<file path="src/rtl/pong_ball_if.sv">
// pong_ball_if: tick/control/paddle inputs and ball position/event outputs of the Pong ball controller.
interface pong_ball_if;
  logic       refr_tick;
  logic       start;
  logic       pause;
  logic [9:0] pad_l_y;
  logic [9:0] pad_r_y;
  logic [9:0] ball_x;
  logic [9:0] ball_y;
  logic       ball_active;
  logic       hit;
  logic       score_l;
  logic       score_r;
  modport master (
    output refr_tick, start, pause, pad_l_y, pad_r_y,
    input  ball_x, ball_y, ball_active, hit, score_l, score_r
  );
  modport slave (
    input  refr_tick, start, pause, pad_l_y, pad_r_y,
    output ball_x, ball_y, ball_active, hit, score_l, score_r
  );
endinterface

</file>
<file path="src/rtl/pong_ball_ctrl.sv">
// pong_ball_ctrl: per-frame Pong ball motion with wall/paddle bounces and miss scoring.
// Optional PONG_BALL_SPEEDUP_EN: velocity +1 every 4th paddle hit, capped at VEL_MAX, reset on score.
module pong_ball_ctrl #(
  parameter int H_RES       = 640,
  parameter int V_RES       = 480,
  parameter int BALL_SIZE   = 8,
  parameter int VEL         = 2,
  parameter int PADDLE_W    = 8,
  parameter int PADDLE_H    = 64,
  parameter int L_PADDLE_X  = 24,
  parameter int R_PADDLE_X  = 608,
  parameter int SERVE_TICKS = 60,
  parameter int VEL_MAX     = 6
) (
  input logic        clk,
  input logic        rst,
  pong_ball_if.slave bus
);
  typedef enum logic [1:0] {IDLE, SERVE, PLAY} state_t;
  localparam int CW = $clog2(SERVE_TICKS + 1);
  localparam int VW = $clog2(VEL_MAX + 1);
  localparam logic [9:0] CX = 10'((H_RES - BALL_SIZE) / 2);
  localparam logic [9:0] CY = 10'((V_RES - BALL_SIZE) / 2);
  localparam logic [10:0] BS = 11'(BALL_SIZE);
  localparam logic [10:0] PH = 11'(PADDLE_H);
  localparam logic [10:0] RX = 11'(R_PADDLE_X);
  localparam logic [10:0] LF = 11'(L_PADDLE_X + PADDLE_W);
  localparam logic [10:0] XM = 11'(H_RES);
  localparam logic [10:0] YM = 11'(V_RES - BALL_SIZE);
  state_t state, state_n;
  logic [9:0] bx, by, bx_n, by_n;
  logic [CW-1:0] cnt, cnt_n;
  logic [VW-1:0] vel;
  logic [10:0] x, y, v, pl, pr;
  logic dx, dy, dx_n, dy_n, act_q, act_n, hit_q, hit_n, sl_q, sl_n, sr_q, sr_n;
  logic tick, play, miss, ov_l, ov_r, hit_l, hit_r, miss_l, miss_r, bot, top;
  assign tick = bus.refr_tick & ~bus.pause;
  assign play = tick && state == PLAY;
  assign x = {1'b0, bx};
  assign y = {1'b0, by};
  assign v = 11'(vel);
  assign pl = {1'b0, bus.pad_l_y};
  assign pr = {1'b0, bus.pad_r_y};
  assign ov_l = y + BS > pl && y < pl + PH;
  assign ov_r = y + BS > pr && y < pr + PH;
  // A paddle only catches the ball while it is still in front of the face.
  assign hit_r = dx && x + BS <= RX && x + BS + v >= RX && ov_r;
  assign hit_l = !dx && x >= LF && x <= LF + v && ov_l;
  assign miss_r = dx && !hit_r && x + BS + v >= XM;
  assign miss_l = !dx && !hit_l && x <= v;
  assign miss = miss_l | miss_r;
  assign bot = dy && y + v >= YM;
  assign top = !dy && y <= v;
`ifdef PONG_BALL_SPEEDUP_EN
  logic [VW-1:0] vel_n;
  logic [1:0] hits, hits_n;
  always_ff @(posedge clk or posedge rst)
    if (rst) begin
      vel <= VW'(VEL);
      hits <= 2'd0;
    end else begin
      vel <= vel_n;
      hits <= hits_n;
    end
  always_comb begin
    hits_n = (play && miss) ? 2'd0 : hit_n ? hits + 2'd1 : hits;
    vel_n = (play && miss) ? VW'(VEL) : (hit_n && hits == 2'd3 && vel < VW'(VEL_MAX)) ? vel + 1'b1 : vel;
  end
`else
  assign vel = VW'(VEL);
`endif
  always_ff @(posedge clk or posedge rst)
    if (rst) begin
      state <= IDLE;
      bx <= CX;
      by <= CY;
      dx <= 1'b1;
      dy <= 1'b1;
      cnt <= '0;
      act_q <= 1'b0;
      hit_q <= 1'b0;
      sl_q <= 1'b0;
      sr_q <= 1'b0;
    end else begin
      state <= state_n;
      bx <= bx_n;
      by <= by_n;
      dx <= dx_n;
      dy <= dy_n;
      cnt <= cnt_n;
      act_q <= act_n;
      hit_q <= hit_n;
      sl_q <= sl_n;
      sr_q <= sr_n;
    end
  always_comb
    state_n = (state == IDLE && bus.start) ? SERVE :
              (tick && state == SERVE && cnt == CW'(1)) ? PLAY :
              (play && miss) ? SERVE : state;
  // On a miss the ball recentres and heads toward the player who missed; dy is kept.
  always_comb begin
    bx_n = !play ? bx : miss ? CX : hit_r ? 10'(RX - BS) : hit_l ? 10'(LF) : dx ? 10'(x + v) : 10'(x - v);
    by_n = !play ? by : miss ? CY : bot ? 10'(YM) : top ? 10'd0 : dy ? 10'(y + v) : 10'(y - v);
    dx_n = !play ? dx : miss ? miss_r : hit_r ? 1'b0 : hit_l ? 1'b1 : dx;
    dy_n = (play && !miss) ? (bot ? 1'b0 : top ? 1'b1 : dy) : dy;
    cnt_n = ((state == IDLE && bus.start) || (play && miss)) ? CW'(SERVE_TICKS) :
            (tick && state == SERVE) ? cnt - 1'b1 : cnt;
    hit_n = play && (hit_l || hit_r);
    sl_n = play && miss_r;
    sr_n = play && miss_l;
    act_n = state_n != IDLE;
  end
  assign bus.ball_x = bx;
  assign bus.ball_y = by;
  assign bus.ball_active = act_q;
  assign bus.hit = hit_q;
  assign bus.score_l = sl_q;
  assign bus.score_r = sr_q;
endmodule

</file>
<file path="src/flat_wrapper.sv">
// flat-port wrapper written by rule: the top's interface ports become plain ports
module pong_ball_ctrl_flat 
#(
  parameter int H_RES       = 640,
  parameter int V_RES       = 480,
  parameter int BALL_SIZE   = 8,
  parameter int VEL         = 2,
  parameter int PADDLE_W    = 8,
  parameter int PADDLE_H    = 64,
  parameter int L_PADDLE_X  = 24,
  parameter int R_PADDLE_X  = 608,
  parameter int SERVE_TICKS = 60,
  parameter int VEL_MAX     = 6
)
  (clk, rst, bus_refr_tick, bus_start, bus_pause, bus_pad_l_y, bus_pad_r_y, bus_ball_x, bus_ball_y, bus_ball_active, bus_hit, bus_score_l, bus_score_r);
  pong_ball_if bus_i ();
  input logic clk;
  input logic rst;
  input wire logic [$bits(bus_i.refr_tick)-1:0] bus_refr_tick;
  input wire logic [$bits(bus_i.start)-1:0] bus_start;
  input wire logic [$bits(bus_i.pause)-1:0] bus_pause;
  input wire logic [$bits(bus_i.pad_l_y)-1:0] bus_pad_l_y;
  input wire logic [$bits(bus_i.pad_r_y)-1:0] bus_pad_r_y;
  output wire logic [$bits(bus_i.ball_x)-1:0] bus_ball_x;
  output wire logic [$bits(bus_i.ball_y)-1:0] bus_ball_y;
  output wire logic [$bits(bus_i.ball_active)-1:0] bus_ball_active;
  output wire logic [$bits(bus_i.hit)-1:0] bus_hit;
  output wire logic [$bits(bus_i.score_l)-1:0] bus_score_l;
  output wire logic [$bits(bus_i.score_r)-1:0] bus_score_r;
  assign bus_i.refr_tick = bus_refr_tick;
  assign bus_i.start = bus_start;
  assign bus_i.pause = bus_pause;
  assign bus_i.pad_l_y = bus_pad_l_y;
  assign bus_i.pad_r_y = bus_pad_r_y;
  assign bus_ball_x = bus_i.ball_x;
  assign bus_ball_y = bus_i.ball_y;
  assign bus_ball_active = bus_i.ball_active;
  assign bus_hit = bus_i.hit;
  assign bus_score_l = bus_i.score_l;
  assign bus_score_r = bus_i.score_r;
  pong_ball_ctrl #(.H_RES(H_RES), .V_RES(V_RES), .BALL_SIZE(BALL_SIZE), .VEL(VEL), .PADDLE_W(PADDLE_W), .PADDLE_H(PADDLE_H), .L_PADDLE_X(L_PADDLE_X), .R_PADDLE_X(R_PADDLE_X), .SERVE_TICKS(SERVE_TICKS), .VEL_MAX(VEL_MAX)) u_core (.clk(clk), .rst(rst), .bus(bus_i));
endmodule
</file>
<file path="config.mk">
export PLATFORM = sky130hd
export DESIGN_NAME = pong_ball_ctrl_flat
export DESIGN_NICKNAME = d
export VERILOG_FILES = /design/src/rtl/pong_ball_if.sv /design/src/rtl/pong_ball_ctrl.sv /design/src/flat_wrapper.sv
export SDC_FILE = /design/constraint.sdc
export NUM_CORES = 1
export LEC_CHECK = 0
export ABC_AREA = 1
export BUFFER_PORTS_ARGS = -buffer_cell sky130_fd_sc_hd__buf_4
export CORE_MARGIN = 2
export CORE_UTILIZATION = 30
export DETAILED_ROUTE_END_ITERATION = 10
export HOLD_SLACK_MARGIN = 0.08
export PLACE_DENSITY = 0.59
export SLEW_MARGIN = 20
export SYNTH_ARGS = -nofsm -noshare
export SYNTH_HDL_FRONTEND = slang
export SYNTH_SLANG_ARGS = --single-unit
</file>
<file path="constraint.sdc">
create_clock -name clk -period 4.4 [get_ports clk]
set_clock_uncertainty 0.1 [all_clocks]
set_input_delay 0.88 -clock clk [delete_from_list [all_inputs] [get_ports clk]]
set_output_delay 0.88 -clock clk [all_outputs]
set_load 0.01 [all_outputs]
</file>
==> results of run 1 <==
[per-stage QoR]
stage	util, %	total power (µW)
floorplan	-	1860
global placement	34.1	2300
detailed placement	34.1	2330
CTS	35.3	2680
global route	35.3	2960
finish	35.3	2650
[power breakdown]
part	internal, µW	switching (µW)
clock network	205	115
logic	675	950
registers	448	262
[synthesized netlist by cell type (all sizes together)]
cell,number
nand3,31
nor2,56
nand4,16
and3,1
o21ai,33
a31oi,3
nand3b,1
clkinv,1
dfrtp,20
mux2i,1
xor2,23
nor3,10
dfstp,12
xnor2,8
o31ai,1
conb,1
o32ai,1
a221oi,1
o41ai,1
or2,3
ha,49
buf,12
o2111ai,1
o211ai,2
nor4,2
nand2,121
inv,73
clkbuf,4
a31o,1
a211oi,1
a21oi,39
[cell families after synthesis]
family / Yosys count
xor gates and xnor gates: 31
other: 1
DFF: 32
muxes: 1
and+or+nand+nor: 241
adders and majority gates: 49
AOI/OAI and AO/OA: 84
buffers and inverters: 90
[routing by layer]
layer / GRT usage [%] / part of all wire (%) / wire, µm / vias up
met5: 0 / 0 / 0 / -
met4: 4.23 / 1.6 / 152 / 0
met3: 2.55 / 4.0 / 375 / 14
met2: 25.0 / 46 / 4280 / 72
met1: 19.6 / 48 / 4460 / 1643
li1: - / - / - / 1807
[placed cells by master, fill, tap and decap left out, types with 2 or more instances in the layout]
master     count
xor2_1        23
o21ai_2        2
dfrtp_1       20
nand4_1       16
nor3_1         8
buf_4         48
conb_1         2
nand3_1       28
nor3_2         2
or2_2          3
clkbuf_16      5
inv_2          6
o211ai_1       2
inv_1         67
nor4_1         2
nor2_1        54
dfstp_2       12
nand2_2        5
nand3_2        3
o21ai_0       29
o21ai_1        2
a21oi_1       38
ha_1          49
a31oi_1        3
nand2_1      116
xnor2_1        8
[sequential cells by signal, summed over array words and instances (netlist names)]
name / count
u_core.bus.ball_x: 9
u_core.cnt: 6
u_core.bus.score_r: 1
u_core.state: 2
u_core.dy: 1
u_core.bus.ball_y: 9
u_core.bus.score_l: 1
u_core.bus.ball_active: 1
u_core.bus.hit: 1
u_core.dx: 1
[area by class of cell]
| cell class | count | area share (%) |
|---|---|---|
| Multi-Input combinational cell | 408 | 57.8 |
| Sequential cell | 32 | 19.4 |
| Timing Repair Buffer | 48 | 8.58 |
| Inverter | 74 | 6.61 |
| Tap cell | 147 | 4.38 |
| Clock buffer | 6 | 3.07 |
| Clock inverter | 1 | 0.119 |
[worst max path at each step]
stage	depth (start not counted)	slack [ns]	endpoint	from
finish	17	1.04	u_core.bus.ball_y[8]$_DFFE_PP0P_	u_core.bus.ball_y[3]$_DFFE_PP1P_
global route	17	0.68	u_core.bus.ball_y[9]$_DFFE_PP0P_	u_core.bus.ball_y[3]$_DFFE_PP1P_
CTS	17	1.05	u_core.bus.ball_y[9]$_DFFE_PP0P_	u_core.bus.ball_y[3]$_DFFE_PP1P_
detailed placement	17	1.08	u_core.bus.ball_y[8]$_DFFE_PP0P_	u_core.bus.ball_y[3]$_DFFE_PP1P_
global placement	15	1.23	u_core.bus.ball_x[6]$_DFFE_PP0P_	u_core.bus.ball_y[3]$_DFFE_PP1P_
floorplan	17	1.69	u_core.bus.ball_y[1]$_DFFE_PP0P_	u_core.bus.ball_y[3]$_DFFE_PP1P_
[worst min-delay path, cell delays in order (launching register included)]
cell and delay [ns]:
dfrtp_1 0.35, xnor2_1 0.08, nand2_1 0.06
==> flow_summary.json, run 1 <==
{
  "outcome": "finished, final reports clean",
  "synth-adder-area-share_pct": 16.9,
  "grt_usage_pct": 14.8,
  "nNetsFinal": 643,
  "port_buffers": 46,
  "drc": 0,
  "row_count": 40,
  "ys_warn_count": 0,
  "synth-seq-cells": 32,
  "worst_pin_slew_ns": 0.836,
  "cts_root_buf": "clkbuf_16",
  "crit_required_ns": 4.49,
  "core_region_area_mm2": 0.0119,
  "place_ws_ns": 1.08,
  "synth-simple-area-share_pct": 29.2,
  "gp_congestion": 0.898,
  "min_period_ns": 3.36,
  "antenna_found_initial": 0,
  "drtAntennaViolNets": 0,
  "finalWirelength_um": 9260,
  "initial_utilization_pct": 30.4,
  "yosysTopAreaCellShare_pct": 16.9,
  "cpMostUsedCell": "nand2_1",
  "cp_slowest_stage_delay_ns": 0.65,
  "fmax_mhz": 298,
  "grt_overflow_total": 0,
  "drt-wirelength-per-cell_um": 12.9,
  "area_delta_synth_final_pct": 16.1,
  "rrSetupSlack_ns": 1.04,
  "dpl-instance-area_mm2": 0.00407,
  "critPathBufInv": 0,
  "avgSynthCellArea_um2": 6.84,
  "syn_area_mm2": 0.00362,
  "insertion_delay_ns": 0.27,
  "peakVddDrop_mv": 0.171,
  "yosys.area.top_type": "ha_1",
  "holdBufCountCts": 0,
  "slew_headroom_pct": 44.2,
  "crit_family": "simple AND/OR/NAND/NOR gates",
  "ios": 49,
  "holdCritPathClass": "reg2reg",
  "seq_area_um2": 816,
  "setup_viol": 0,
  "die-area_mm2": 0.0130,
  "slew_violations": 0,
  "clk_path_buf_depth": 2,
  "rsz0062_at_grt": "no",
  "fin_crit_sh_pct": 76.3,
  "leakagePower_uw": 0.00209,
  "cap_violations": 0,
  "crit_chain": "ha_1 -> nand2_1 -> nor3_1 -> xor2_1 -> ha_1 -> nand2_1 -> nor2_1 -> nand3_1 -> nand2_1 -> nand2_1 -> nor2_1 -> nand3_2 -> nand2_1 -> nand2_1 -> nor2_4 -> nand2_1 -> o21ai_0",
  "fin_tns_setup_ns": 0,
  "dp_cells": 709,
  "grt_pass1_vias": 3476,
  "min_path_cells": 2,
  "setup_slack_ns": 1.04,
  "clkSlewWorstSetupHoldPaths_ns": 0.05,
  "worstPathArrival_ns": 3.45,
  "vias_per_cell": 4.94,
  "power_density_mw_per_mm2": 632,
  "path_max_fanout": 14,
  "dieWidth_um": 114,
  "holdWs_ns": 0.421,
  "min_to": "u_core.cnt[5]$_DFFE_PP0P_",
  "cts_tree": "done",
  "final_cells": 716,
  "antenna_cells": 0,
  "dpl.hpwl_um": 7480,
  "first_pass_iters": 5,
  "synth_area_leaders": "ha_1 17%, dfrtp_1 14%, nand2_1 12%",
  "synth_top_family_by_area": "simple AND/OR/NAND/NOR gates",
  "cts_buffers": 5,
  "drive_gt1_share_pct": 16.0,
  "cts_resized": 0,
  "grt_pass1_wl_um": 16000,
  "hold_violations": 0,
  "crit_path_end_kind": "flip-flop",
  "worstRegToRegCells": 17,
  "drt-initial-drc-count": 202,
  "syn_inst": 529,
  "slowest_stage": "dfstp_2",
  "crit_type": "reg2reg",
  "h-tree-depth": 2,
  "synth_compound_area_share_pct": 12.8,
  "synthMuxAreaShare_pct": 0.277,
  "yosysUniqueCellTypes": 43,
  "chipHeight_um": 114,
  "stdcell_area_mm2": 0.00420,
  "r2r-start": "u_core.bus.ball_y[3]$_DFFE_PP1P_",
  "seq_area_frac_synth_pct": 22.6,
  "start_kind": "flip-flop",
  "synth_xor_area_share_pct": 7.51,
  "post_cts_buffers": 0,
  "hold_path_startpoint": "u_core.cnt[5]$_DFFE_PP0P_",
  "cts_sinks": 32,
  "grt_max_degree": 23,
  "multi_input_comb_area_mm2": 0.00243,
  "fillers": 1285,
  "r2r-end": "u_core.bus.ball_y[8]$_DFFE_PP0P_",
  "vias": 3536
}
Note: power is estimated with default switching activity, not from simulation.
==> run 2, diff against run 1 <==
--- a/config.mk
+++ b/config.mk
@@ -11,7 +11,7 @@
 export CORE_UTILIZATION = 30
 export DETAILED_ROUTE_END_ITERATION = 10
 export HOLD_SLACK_MARGIN = 0.08
-export PLACE_DENSITY = 0.59
+export PLACE_DENSITY = 0.61
 export SLEW_MARGIN = 20
 export SYNTH_ARGS = -nofsm -noshare
 export SYNTH_HDL_FRONTEND = slang
==> constraint.sdc (replaced) <==
create_clock -name clk -period 3 [get_ports clk]
set_clock_uncertainty 0.1 [all_clocks]
set_input_delay 0.6 -clock clk [delete_from_list [all_inputs] [get_ports clk]]
set_output_delay 0.6 -clock clk [all_outputs]
set_load 0.01 [all_outputs]
==> flow_summary.json, run 2 (same netlist as run 1, synthesis figures left out) <==
{
  "outcome": "finished, final reports clean",
  "cts_buffers": 5,
  "row_count": 40,
  "cts_tree": "done",
  "final_common_cell": "nand2_1",
  "power_frac_comb_pct": 67.5,
  "ios": 49,
  "crit_required_ns": 3.12,
  "initial_utilization_pct": 30.4,
  "drtAntennaViolNets": 0,
  "rrSetupSlack_ns": 0.14,
  "nNetsFinal": 677,
  "slowest_stage": "dfstp_2",
  "power_density_mw_per_mm2": 953,
  "vias_per_cell": 4.88,
  "grt_pass1_wl_um": 16400,
  "dp_cells": 731,
  "worstRegToRegCells": 14,
  "cpMostUsedCell": "nand4_1",
  "finalWirelength_um": 9770,
  "slew_violations": 0,
  "clockPowerShare_pct": 11.5,
  "fin_tns_setup_ns": 0,
  "core_region_area_mm2": 0.0119,
  "cts_root_buf": "clkbuf_16",
  "grt_usage_pct": 15.2,
  "holdWs_ns": 0.326,
  "holdCritPathClass": "in2async",
  "grt_overflow_total": 0,
  "clkSlewWorstSetupHoldPaths_ns": 0.05,
  "use_met1_pct": 21.4,
  "dpl-instance-area_mm2": 0.00423,
  "crit_type": "reg2reg",
  "setup_viol": 0,
  "seq_area_um2": 816,
  "antenna_cells": 0,
  "start_kind": "flip-flop",
  "drt-initial-drc-count": 186,
  "fin_crit_sh_pct": 95.5,
  "drt-wirelength-per-cell_um": 13.0,
  "fmax_mhz": 349,
  "chipHeight_um": 114,
  "fillers": 1221,
  "peakVddDrop_mv": 0.378,
  "area_delta_synth_final_pct": 27.3,
  "port_buffers": 46,
  "top_usage_layer": "met2",
  "h-tree-depth": 2,
  "worstPathArrival_ns": 2.98,
  "seq_power_share_pct": 21.0,
  "die-area_mm2": 0.0130,
  "first_pass_iters": 4,
  "use_met2_pct": 24.6,
  "antenna_found_initial": 0,
  "insertion_delay_ns": 0.27,
  "cts_sinks": 32,
  "met3_usage_pct": 1.86,
  "dieWidth_um": 114,
  "p_sw_share_pct": 47.9,
  "multi_input_comb_area_mm2": 0.00254,
  "grt_max_degree": 33,
  "dpl.hpwl_um": 7550,
  "r2r-end": "u_core.dx$_DFFE_PP1P_",
  "rsz0062_at_grt": "yes",
  "cp_slowest_stage_delay_ns": 0.58,
  "drc": 0,
  "gp_congestion": 0.893,
  "path_max_fanout": 4,
  "final_cell_mix": "113 x nand2_1, 79 x buf_4, 66 x inv_1, 49 x nor2_1, 45 x ha_1",
  "clk_path_buf_depth": 2,
  "holdBufCountCts": 0,
  "utilization_pct": 38.7,
  "crit_path_end_kind": "flip-flop",
  "p_int_uw": 2290,
  "stdcell_area_mm2": 0.00460,
  "leakagePower_uw": 0.00228,
  "cap_violations": 0,
  "r2r-start": "u_core.bus.ball_y[3]$_DFFE_PP1P_",
  "crit_chain": "ha_4 -> nand2_4 -> nor2_4 -> xor2_2 -> buf_4 -> ha_4 -> nand4_1 -> nor4_2 -> nand4_1 -> nand4_1 -> nand4_1 -> nand2_1 -> nand2_1 -> nand2_1",
  "grt_pass1_vias": 3537,
  "hold_violations": 0,
  "p_sw_uw": 2100,
  "min_period_ns": 2.86,
  "drive_gt1_share_pct": 23.7,
  "vias": 3663,
  "final_cells": 751
}
-- run 2: changes by cell type in the layout (fill, tap and decap cells not counted), sizes merged --
cell,delta
buf,+34
clkbuf,+2
clkinv,-1
-- run 2: timing repair --
action	4_1_cts	5_1_grt
pin swaps	3	19
setup buffers	6	6
setup endpoints to repair	18	30
gates resized for setup	1	23
-- run 2: area by class of cell --
class | instances | share of cell area (%)
well taps | 147 | 3.99
repair buffers | 82 | 13.8
flip-flops and latches | 32 | 17.7
clock buffers | 8 | 3.18
inverters | 74 | 6.03
multi-input cells | 408 | 55.3
-- run 2: how the worst max path moves through the flow --
stage                                      from                          endpoint  slack (ns)  depth (start not counted)
2_1_floorplan  u_core.bus.ball_y[3]$_DFFE_PP1P_  u_core.bus.ball_y[1]$_DFFE_PP0P_        0.29                         17
3_3_place_gp   u_core.bus.ball_y[3]$_DFFE_PP1P_             u_core.dx$_DFFE_PP1P_       -0.07                         13
3_5_place_dp   u_core.bus.ball_y[3]$_DFFE_PP1P_  u_core.bus.ball_y[9]$_DFFE_PP0P_       -0.12                         17
4_1_cts        u_core.bus.ball_y[3]$_DFFE_PP1P_  u_core.bus.ball_y[9]$_DFFE_PP0P_        0.02                         18
5_1_grt        u_core.bus.ball_y[3]$_DFFE_PP1P_             u_core.dx$_DFFE_PP1P_       -0.07                         17
6_report       u_core.bus.ball_y[3]$_DFFE_PP1P_             u_core.dx$_DFFE_PP1P_        0.14                         14
-- run 2: stage by stage --
stage	worst slack, ns	total power, µW
finish	0.136	4390
global route	-0.0695	4840
detailed placement	-0.120	3620
CTS	0.0162	4160
floorplan	0.287	2730
global placement	-0.0709	3570
-- run 2: layer usage --
metal | share of wire [%] | wire, µm
met1 | 49 | 4770
met3 | 3.9 | 377
met4 | 1.8 | 179
met5 | 0 | 0
met2 | 45 | 4440
-- run 2: critical path: cells and delay by family (launching register included) --
family | cells | cell delay, ns
adders and majority gates | 2 | 0.43
buffers and inverters | 1 | 0.16
and+or+nand+nor | 10 | 1.45
xor gates and xnor gates | 1 | 0.08
DFF | 1 | 0.58
-- run 2: power groups by stage --
stage | sequential (µW) | clock (µW) | combinational [µW]
2_1_floorplan | 897 | 0 | 1840
3_3_place_gp | 916 | 0 | 2660
3_5_place_dp | 923 | 0 | 2700
4_1_cts | 918 | 517 | 2720
5_1_grt | 959 | 539 | 3340
6_report | 922 | 502 | 2960
